## src/rtl/axi_res_tbl_assoc.sv

```systemverilog
// -----------------------------------------------------------------------------
// axi_res_tbl_assoc
//
// Associative LR/SC reservation table for the AXI atomics adapter. Holds up to
// N_ENTRIES reservations tagged {AXI ID, address granule}. The LR/SC FSM sets
// an entry on LR, checks and consumes it on SC, and clears every matching
// granule on any observed write.
//
// Ports
//   clk_i, rst_ni                 clock, asynchronous active-low reset
//   clr_req_i / clr_addr_i        clear request (write observed), clr_gnt_o
//   set_req_i / set_addr_i / set_id_i        set request (LR), set_gnt_o
//   check_req_i / check_addr_i / check_id_i  check request (SC), check_gnt_o
//   check_valid_o / check_res_o   registered one-cycle result of a granted check
//   occupancy_o                   registered count of valid entries
//
// Handshake: each *_req_i is a level held by the requester until the matching
// *_gnt_o is seen high in the same cycle; the operation is committed at the
// clock edge that ends that cycle. Exactly one operation is granted per cycle
// with priority clr > set > check; a gnt is never high without its req.
//
// Build option: define AXI_RES_TBL_TIMEOUT_EN to give each entry an age
// counter that retires it after TIMEOUT_CYCLES cycles. Without it, entries
// live until cleared, consumed by a check, or evicted.
// -----------------------------------------------------------------------------
module axi_res_tbl_assoc #(
  parameter int unsigned AXI_ADDR_WIDTH = 64,
  parameter int unsigned AXI_ID_WIDTH   = 4,
  parameter int unsigned N_ENTRIES      = 4,
  parameter int unsigned GRAN_LOG2      = 3,
  parameter int unsigned TIMEOUT_CYCLES = 1024
) (
  input  logic                              clk_i,
  input  logic                              rst_ni,
  input  logic                              clr_req_i,
  input  logic [AXI_ADDR_WIDTH-1:0]         clr_addr_i,
  output logic                              clr_gnt_o,
  input  logic                              set_req_i,
  input  logic [AXI_ADDR_WIDTH-1:0]         set_addr_i,
  input  logic [AXI_ID_WIDTH-1:0]           set_id_i,
  output logic                              set_gnt_o,
  input  logic                              check_req_i,
  input  logic [AXI_ADDR_WIDTH-1:0]         check_addr_i,
  input  logic [AXI_ID_WIDTH-1:0]           check_id_i,
  output logic                              check_gnt_o,
  output logic                              check_valid_o,
  output logic                              check_res_o,
  output logic [$clog2(N_ENTRIES+1)-1:0]    occupancy_o
);

  localparam int unsigned GW = AXI_ADDR_WIDTH - GRAN_LOG2;
  localparam int unsigned OW = $clog2(N_ENTRIES + 1);
  localparam int unsigned PW = (N_ENTRIES > 1) ? $clog2(N_ENTRIES) : 1;

  // Entry storage
  logic [N_ENTRIES-1:0]    valid_q, valid_d;
  logic [AXI_ID_WIDTH-1:0] id_q   [N_ENTRIES];
  logic [AXI_ID_WIDTH-1:0] id_d   [N_ENTRIES];
  logic [GW-1:0]           gran_q [N_ENTRIES];
  logic [GW-1:0]           gran_d [N_ENTRIES];
  logic [PW-1:0]           victim_q, victim_d;
  logic                    check_valid_q, check_valid_d;
  logic                    check_res_q, check_res_d;
  logic [OW-1:0]           occupancy_q, occupancy_d;

`ifdef AXI_RES_TBL_TIMEOUT_EN
  localparam int unsigned AGW = $clog2(TIMEOUT_CYCLES);
  logic [AGW-1:0] age_q [N_ENTRIES];
  logic [AGW-1:0] age_d [N_ENTRIES];
`endif

  // Granules of the three request addresses
  logic [GW-1:0] clr_gran, set_gran, check_gran;
  assign clr_gran   = clr_addr_i[AXI_ADDR_WIDTH-1:GRAN_LOG2];
  assign set_gran   = set_addr_i[AXI_ADDR_WIDTH-1:GRAN_LOG2];
  assign check_gran = check_addr_i[AXI_ADDR_WIDTH-1:GRAN_LOG2];

  // Byte offsets inside a granule never take part in matching.
  if (GRAN_LOG2 > 0) begin : g_unused_offs
    logic unused_offs;
    assign unused_offs = ^{clr_addr_i[GRAN_LOG2-1:0], set_addr_i[GRAN_LOG2-1:0],
                           check_addr_i[GRAN_LOG2-1:0]};
  end
  logic unused_tmo;
  assign unused_tmo = (TIMEOUT_CYCLES == 0);

  // Fixed-priority arbitration
  assign clr_gnt_o   = clr_req_i;
  assign set_gnt_o   = set_req_i & ~clr_req_i;
  assign check_gnt_o = check_req_i & ~clr_req_i & ~set_req_i;

  // Set target: existing entry of the same ID, else lowest free, else victim.
  logic          set_id_hit;
  logic [PW-1:0] set_id_idx;
  logic          free_found;
  logic [PW-1:0] free_idx;
  logic [PW-1:0] set_idx;
  logic          set_evict;

  always_comb begin
    set_id_hit = 1'b0;
    set_id_idx = '0;
    free_found = 1'b0;
    free_idx   = '0;
    for (int i = 0; i < N_ENTRIES; i++) begin
      if (valid_q[i] && (id_q[i] == set_id_i)) begin
        set_id_hit = 1'b1;
        set_id_idx = PW'(i);
      end
    end
    // Descending scan so the lowest free index is the one left standing.
    for (int i = N_ENTRIES - 1; i >= 0; i--) begin
      if (!valid_q[i]) begin
        free_found = 1'b1;
        free_idx   = PW'(i);
      end
    end
    set_evict = 1'b0;
    if (set_id_hit) begin
      set_idx = set_id_idx;
    end else if (free_found) begin
      set_idx = free_idx;
    end else begin
      set_idx   = victim_q;
      set_evict = 1'b1;
    end
  end

  // Check hit on registered table state
  logic check_hit;
  always_comb begin
    check_hit = 1'b0;
    for (int i = 0; i < N_ENTRIES; i++) begin
      if (valid_q[i] && (id_q[i] == check_id_i) && (gran_q[i] == check_gran)) begin
        check_hit = 1'b1;
      end
    end
  end

  // Table next state
  always_comb begin
    valid_d       = valid_q;
    id_d          = id_q;
    gran_d        = gran_q;
    victim_d      = victim_q;
    check_valid_d = 1'b0;
    check_res_d   = 1'b0;

`ifdef AXI_RES_TBL_TIMEOUT_EN
    // Age every live entry; retire it the edge after it reaches the limit.
    // Applied before the operation so a same-cycle set to that ID revives it.
    for (int i = 0; i < N_ENTRIES; i++) begin
      age_d[i] = '0;
      if (valid_q[i]) begin
        if (age_q[i] == AGW'(TIMEOUT_CYCLES - 1)) begin
          valid_d[i] = 1'b0;
        end else begin
          age_d[i] = age_q[i] + 1'b1;
        end
      end
    end
`endif

    if (clr_gnt_o) begin
      for (int i = 0; i < N_ENTRIES; i++) begin
        if (valid_q[i] && (gran_q[i] == clr_gran)) begin
          valid_d[i] = 1'b0;
        end
      end
    end else if (set_gnt_o) begin
      valid_d[set_idx] = 1'b1;
      id_d[set_idx]    = set_id_i;
      gran_d[set_idx]  = set_gran;
`ifdef AXI_RES_TBL_TIMEOUT_EN
      age_d[set_idx]   = '0;
`endif
      if (set_evict) begin
        victim_d = (victim_q == PW'(N_ENTRIES - 1)) ? '0 : victim_q + 1'b1;
      end
    end else if (check_gnt_o) begin
      check_valid_d = 1'b1;
      check_res_d   = check_hit;
      // SC consumes the ID's reservation whether or not the granule matched.
      for (int i = 0; i < N_ENTRIES; i++) begin
        if (valid_q[i] && (id_q[i] == check_id_i)) begin
          valid_d[i] = 1'b0;
        end
      end
    end

    occupancy_d = '0;
    for (int i = 0; i < N_ENTRIES; i++) begin
      occupancy_d = occupancy_d + OW'(valid_d[i]);
    end
  end

  always_ff @(posedge clk_i or negedge rst_ni) begin
    if (!rst_ni) begin
      valid_q       <= '0;
      victim_q      <= '0;
      check_valid_q <= 1'b0;
      check_res_q   <= 1'b0;
      occupancy_q   <= '0;
      for (int i = 0; i < N_ENTRIES; i++) begin
        id_q[i]   <= '0;
        gran_q[i] <= '0;
`ifdef AXI_RES_TBL_TIMEOUT_EN
        age_q[i]  <= '0;
`endif
      end
    end else begin
      valid_q       <= valid_d;
      victim_q      <= victim_d;
      check_valid_q <= check_valid_d;
      check_res_q   <= check_res_d;
      occupancy_q   <= occupancy_d;
      for (int i = 0; i < N_ENTRIES; i++) begin
        id_q[i]   <= id_d[i];
        gran_q[i] <= gran_d[i];
`ifdef AXI_RES_TBL_TIMEOUT_EN
        age_q[i]  <= age_d[i];
`endif
      end
    end
  end

  assign check_valid_o = check_valid_q;
  assign check_res_o   = check_res_q;
  assign occupancy_o   = occupancy_q;

endmodule

```

## config.mk

```make
export PLATFORM = sky130hd
export DESIGN_NAME = axi_res_tbl_assoc
export DESIGN_NICKNAME = d
export VERILOG_FILES = /design/src/rtl/axi_res_tbl_assoc.sv
export SDC_FILE = /design/constraint.sdc
export NUM_CORES = 1
export LEC_CHECK = 0
export CAP_MARGIN = 20
export CORE_ASPECT_RATIO = 1.1
export CORE_MARGIN = 3
export CORE_UTILIZATION = 30
export DETAILED_ROUTE_END_ITERATION = 7
export PLACE_DENSITY = 0.6
export SLEW_MARGIN = 20
export SYNTH_ARGS = -nofsm -noshare
export SYNTH_HDL_FRONTEND = slang
export SYNTH_SLANG_ARGS = --single-unit
```

## constraint.sdc

```tcl
create_clock -name clk_i -period 4.05 [get_ports clk_i]
set_clock_uncertainty 0.1 [all_clocks]
set_input_delay 0.6075 -clock clk_i [delete_from_list [all_inputs] [get_ports clk_i]]
set_output_delay 0.6075 -clock clk_i [all_outputs]
set_load 0.02 [all_outputs]
```

==> results.md, run 1 <==
* Kind of critical path: in2reg
* Max IR drop VDD at ~0.00033 V
* Least-Margin Pin Slew at 899.4 ps
* Worst-Skew Late Latency at about 550 ps
* Initial antenna violation count at 4
* Synth-to-Final Area Change at 29.93%
* Vias per cell at between 5 and 6
* Status: finished, final reports clean
* Worst setup EP type: flop
* Total GRT Usage at 26.31%
* Asr flop ratio synth at 100.0%
* Multi-input logic area at about 9000 µm²
* Initial cell density of the core at between 30 and 40%
* Routed len/inst at approximately 32 µm
* CTS Sinks at 271
* Total power at 16.49 mW
* YS warnings at 0
* Die area at ~57000 µm²
* Most used cell, CP: buf_4
* Row count at 88
* CTS Buffer Depth at 3
* Seq cells post-synth at roughly 270
* Most frequent cells in the layout: xor2_1, dfrtp_1, clkdlybuf4s50_1
* Clock transition at path regs at around 60 ps
* CP max stage delay at ~530 ps
* I/O pin total at 213
* Initial DRC Count at around 1100
* GRT overflow at 0
* Post-synth EDFFs at 0
* Cell taking the most area after synthesis: dfrtp_1
* Mapped Nets at between 1500 and 2000
* Antenna Nets Post-Route at 0
* CP max-delay cell: clkdlybuf4s50_1
* Pwr/cell area at just under 800 nW/µm²
* Ranking of synthesized cells by area: dfrtp_1, xor2_1, mux2_1, xnor2_1, mux2_2
* # fillers at ~5200
* Post-Route WL at about 77000 µm
* CORE AREA at about 53000 µm²
* H-tree depth at 2
* Reg area at 6782 µm²
* Hold Crit Class: in2async
* Port Buffers at 203
* Tmin final at between 3000 and 4000 ps
* DR vias at approximately 12000
* DRC Markers at 0
* CTS tree: yes
* DRT Pass-1 Iters at 5
* Post-CTS setup buffers at 0
* Syn Inst Count at approximately 1400
* Slew Viols, Final at 0
* Layout Cells excl Fill at between 2000 and 2500
* Die H at roughly 250 µm
* Vias in the first global route at 13020
* Most common cell after layout, fill and taps aside: xor2_1
* Largest net degree at the start of global routing at 115
* Worst slew margin at about 40%
* Die X at ~230 µm
* Hpwl dp at between 60000 and 70000 µm
* Worst-path fanout max at 3
* Fin nets at about 1900
* Leakage at 8.904 nW
* Top-area cell type share of the netlist area at 41.66%
* Avg Cell Area, Syn at ~12 µm²
* Final setup viols at 0
* FF-to-FF path depth at 11
* MaxCap Viol Count at 0
* CP top delay family: buffers and inverters
* Register area share after synthesis at between 40% and 50%
* WP depth at 14
* Inserted Clock Buffers at 35
* CP bufs+invs at 5
* Layout cell share with drive strength beyond 1 at approximately a fifth
* Cell Area, Synth at about 16000 µm²
* Gpl congestion at roughly 1
* Unique masters post-synth at 53
* Final hold vios at 0
* Hold slack at between 400 and 500 ps
* Dpl cells at around 2400
* Unrepaired setup endpoints after global routing: no
* F_max at 0.2617 GHz
* First-pass GRT wire length at about 100000 µm
* Critical Path AT at 4160 ps
* Critical path, cell by cell: clkdlybuf4s50_1 -> buf_4 -> xnor2_1 -> buf_4 -> nand4_1 -> nor4_1 -> buf_4 -> nand4_1 -> nor3_1 -> buf_4 -> o21bai_1 -> fa_1 -> ha_1 -> ha_1
* Final worst path period share at 94.36%
* Most used DFF post-synth: dfrtp_1
* Clk Tree Root Cell: clkbuf_16
* Critical Path RT at 4390 ps
* Startpoint types: input port
## metal layers
metal | routed length, µm | part of all wire (%) | GRT usage, %
met1 | 32450 | 42 | 34.05
met2 | 35720 | 47 | 43.04
met3 | 5344 | 7.0 | 5.698
met4 | 3246 | 4.2 | 10.12
met5 | 13 | 0.017 | 0
## synthesized netlist by cell type (8+ instances only)
library cell and number:
xor2_1 342, dfrtp_1 271, xnor2_1 135, mux2_1 129, nor4_1 93, mux2_2 92, nand4_1 58, inv_1 44
mux2_4 39, buf_6 14, clkbuf_1 12, buf_2 11, o22ai_1 11, nand3_1 8, nor3_1 8
## layout make-up
type | instances | area share, %
tap | 720 | 4.259
sequential | 271 | 32.06
antenna | 1 | 0.01183
multi-input combinational | 992 | 42.61
clock inverter | 11 | 0.5146
clock buffer | 53 | 5.034
timing repair buffer | 338 | 14.73
inverter | 44 | 0.7808
## final timing paths
check                                     from              to  slack (ps)
worst max register to register      gran_q[38]  occupancy_o[1]         500
worst max-delay path            clr_addr_i[23]  occupancy_o[1]         230
min in group clk_i                 gran_q[125]     gran_q[125]         450
max in group asynchronous               rst_ni      gran_q[44]        2370
worst min register to register     gran_q[125]     gran_q[125]         450
worst min-delay path                    rst_ni     gran_q[198]         420
## logic make-up (layout without fill, tap and decap cells)
group / count (synthesis) / in the layout / synth area share [%]
compound gates: 55 / 55 / 2.759
other cells: 0 / 1 / 0
fa+ha+maj: 4 / 4 / 0.3536
xor+xnor: 477 / 477 / 25.66
buf+inv: 91 / 446 / 3.197
flops: 271 / 271 / 41.66
mux: 262 / 262 / 19.01
simple gates: 194 / 194 / 7.363
## power breakdown
group | total, mW | switching, mW | internal [mW]
combinational | 7.41 | 4.02 | 3.39
clock | 3.18 | 1.29 | 1.89
sequential | 5.90 | 1.80 | 4.10
total | 16.5 | 7.11 | 9.38
## per-stage QoR
stage | utilization (%) | cell area, µm² | setup TNS, ps | setup WS, ps
after floorplan | - | 16280 | 0 | 611.9
after global placement | 37.62 | 19970 | -81.80 | -81.80
after detailed placement | 37.62 | 19970 | -202.3 | -143.9
after CTS | 39.85 | 21150 | 0 | 411.6
after global routing | 39.85 | 21150 | 0 | 284.8
final | 39.86 | 21150 | 0 | 228.5
## flip-flops by register name, indices dropped and copies added (netlist names)
name	cells
gran_q	244
id_q	16
valid_q	4
occupancy_o	3
victim_q	2
check_res_o	1
check_valid_o	1
## what timing repair did
item,CTS,global route
hold endpoints to repair,23,0
hold buffers,1,0
endpoints found under the setup margin,0,0
gates resized for setup,0,0
No activity file was read; power rests on OpenSTA's default activity.
==> run 2: changes to the inputs <==
--- a/config.mk
+++ b/config.mk
@@ -8,9 +8,9 @@
 export CAP_MARGIN = 20
 export CORE_ASPECT_RATIO = 1.1
 export CORE_MARGIN = 3
-export CORE_UTILIZATION = 30
+export CORE_UTILIZATION = 35
 export DETAILED_ROUTE_END_ITERATION = 7
-export PLACE_DENSITY = 0.6
+export PLACE_DENSITY = 0.66
 export SLEW_MARGIN = 20
 export SYNTH_ARGS = -nofsm -noshare
 export SYNTH_HDL_FRONTEND = slang
==> constraint.sdc (replaced) <==
create_clock -name clk_i -period 4.05 [get_ports clk_i]
set_clock_uncertainty 0.1 [all_clocks]
set_input_delay 1.215 -clock clk_i [delete_from_list [all_inputs] [get_ports clk_i]]
set_output_delay 1.215 -clock clk_i [all_outputs]
set_load 0.02 [all_outputs]
==> results.md, run 2 (synthesis gave the netlist of run 1 again) <==
* Status: finished, final reports clean (unchanged)
* GRT overflow at 0 (unchanged)
* DRC Markers at 0 (unchanged)
* Row count at 82 (was 88)
* Worst setup EP type: flop (unchanged)
* Vias in the first global route at 13710 (was 13020)
* Synth-to-Final Area Change at 34.97% (was 29.93%)
* Slew Viols, Final at 0 (unchanged)
* Final worst path period share at 99.41% (was 94.36%)
* Pwr/cell area at 773.3 nW/µm² (was 779.8 nW/µm²)
* Die H at 232.2 µm (was 250.3 µm)
* Final setup viols at 0 (unchanged)
* Total GRT Usage at 31.41% (was 26.31%)
* CP max stage delay at 580 ps (was 530 ps)
* H-tree depth at 2 (unchanged)
* Critical Path AT at 4350 ps (was 4160 ps)
* Hpwl dp at 64400 µm (was 63560 µm)
* Post-Route WL at 77380 µm (was 76770 µm)
* Hold Crit Class: reg2reg (was in2async)
* MaxCap Viol Count at 0 (unchanged)
* Final hold vios at 0 (unchanged)
* Antenna Nets Post-Route at 0 (unchanged)
* Max IR drop VDD at 0.0003173 V (was 0.0003327 V)
* F_max at 0.2484 GHz (was 0.2617 GHz)
* First-pass GRT wire length at 106000 µm (was 104300 µm)
* Largest register by flop count: gran_q (unchanged)
* Inserted Clock Buffers at 35 (unchanged)
* DR vias at 13050 (was 12430)
* I/O pin total at 213 (unchanged)
* # fillers at 4236 (was 5219)
* Utilization after layout at 48.02% (was 39.86%)
* Largest registers: gran_q x244, id_q x16, valid_q x4 (unchanged)
* Die area at 49140 µm² (was 57100 µm²)
* CP max-delay cell: clkdlybuf4s50_1 (unchanged)
* DRT Pass-1 Iters at 5 (unchanged)
* Initial antenna violation count at 2 (was 4)
* Largest net degree at the start of global routing at 77 (was 115)
* Least-Margin Pin Slew at 767.5 ps (was 899.4 ps)
* Port Buffers at 203 (unchanged)
* Startpoint types: input port (unchanged)
* Kind of critical path: in2reg (unchanged)
* Clock transition at path regs at 60 ps (about the same)
* Die X at 211.6 µm (was 228.1 µm)
* Critical path, cell by cell: clkdlybuf4s50_1 -> xnor2_1 -> buf_4 -> nand4_1 -> nor4_1 -> nand4_1 -> nor3_1 -> buf_4 -> o21bai_1 -> fa_1 -> ha_1 -> ha_1 (was clkdlybuf4s50_1 -> buf_4 -> xnor2_1 -> buf_4 -> nand4_1 -> nor4_1 -> buf_4 -> nand4_1 -> nor3_1 -> buf_4 -> o21bai_1 -> fa_1 -> ha_1 -> ha_1)
* Worst-Skew Late Latency at 570 ps (was 550 ps)
* CTS Hold Buffers Added at 0 (was 1)
* Routed len/inst at 32.20 µm (was 31.59 µm)
* CTS Sinks at 271 (unchanged)
* Worst slew margin at 48.66% (was 39.84%)
* Gpl congestion at 1.013 (was 1.022)
* Total power at 16.99 mW (was 16.49 mW)
* Most common cell after layout, fill and taps aside: xor2_1 (unchanged)
* Initial cell density of the core at 35.58% (was 30.67%)
* Initial DRC Count at 1226 (was 1127)
* Most frequent cells in the layout: xor2_1, dfrtp_1, buf_4 (was xor2_1, dfrtp_1, clkdlybuf4s50_1)
* CORE AREA at 45760 µm² (was 53070 µm²)
* Worst-path fanout max at 4 (was 3)
* Fin nets at 1998 (was 1891)
* Leakage at 9.509 nW (was 8.904 nW)
* CTS tree: yes (unchanged)
* Vias per cell at 5.429 (was 5.113)
* CTS Buffer Depth at 3 (unchanged)
* Unrepaired setup endpoints after global routing: yes (was no)
* Max FFs per register at 244 (unchanged)
* Critical Path RT at 4380 ps (was 4390 ps)
* Layout cell share with drive strength beyond 1 at 24.64% (was 19.49%)
* Tmin final at 4026 ps (was 3822 ps)
* Clk Tree Root Cell: clkbuf_16 (unchanged)
## run 2: cell count changes in the layout (fill, tap and decap cells not counted), moves of 2 or more
cell,change
buf_12,+9
buf_4,+99
clkdlybuf4s50_1,-4
clkinv_2,-2
clkinvlp_4,+2
dlymetal6s2s_1,+3
inv_6,-2
nor4_1,-4
nor4_2,+4
xor2_1,-2
xor2_2,+2
## run 2: final cells by class
| class | count | area [µm²] | share of cell area, % |
|---|---|---|---|
| clock inverters | 9 | 110.1 | 0.5011 |
| flip-flops and latches | 271 | 6782 | 30.86 |
| clock buffers | 53 | 1086 | 4.943 |
| diodes | 1 | 2.502 | 0.01139 |
| repair buffers | 445 | 4035 | 18.36 |
| inverters | 44 | 165.2 | 0.7517 |
| well taps | 588 | 735.7 | 3.348 |
| multi-input cells | 992 | 9056 | 41.22 |
## run 2: worst paths after layout
check                               start  slack (ps)  depth (start not counted)              to
max                        clr_addr_i[59]          20                         12  occupancy_o[1]
min reg2reg                   gran_q[126]         440                          1     gran_q[126]
max reg2reg                   gran_q[172]         720                          9  occupancy_o[1]
min                           gran_q[126]         440                          1     gran_q[126]
max in group asynchronous          rst_ni        2310                          2      gran_q[62]
min in group asynchronous          rst_ni         590                          1      gran_q[60]
## run 2: metrics by stage
| step | cell area (µm²) | setup TNS [ps] | setup WS [ps] | hold WS (ps) | std cells |
|---|---|---|---|---|---|
| 2_1_floorplan | 16280 | 0 | 4.426 | 400.8 | 1354 |
| 3_3_place_gp | 20720 | -22530 | -657.9 | 418.9 | 2340 |
| 3_5_place_dp | 20720 | -29970 | -664.8 | 422.2 | 2340 |
| 4_1_cts | 21930 | 0 | 4.703 | 434.9 | 2402 |
| 5_1_grt | 21970 | -20.69 | -20.69 | 441.1 | 2402 |
| 6_report | 21970 | 0 | 23.90 | 438.1 | 2403 |
## run 2: power by group
group / internal, mW / total [mW] / switching [mW]
combinational: 3.65 / 7.82 / 4.17
clock: 1.98 / 3.24 / 1.26
sequential: 4.10 / 5.93 / 1.83
## run 2: critical path: cells and delay by family
| kind | cells | cell delay (ps) |
|---|---|---|
| buf+inv | 3 | 900 |
| simple gates | 4 | 960 |
| compound gates | 1 | 100 |
| fa+ha+maj | 3 | 1020 |
| xor+xnor | 1 | 150 |
## run 2: metal layers
| metal | vias to the layer above | share of wire [%] | GRT usage, % |
|---|---|---|---|
| met5 | - | 0.017 | 0 |
| met4 | 2 | 3.8 | 11.47 |
| met3 | 104 | 6.9 | 5.364 |
| met2 | 526 | 47 | 51.34 |
| met1 | 6760 | 42 | 41.88 |
| li1 | 5654 | - | - |
## run 2: timing repair
item                                    in CTS  in global routing
gates resized for setup                      4                  7
setup buffers                                0                  0
endpoints found under the setup margin       2                  3
pin swaps                                    1                  3
cloned                                       0                  0
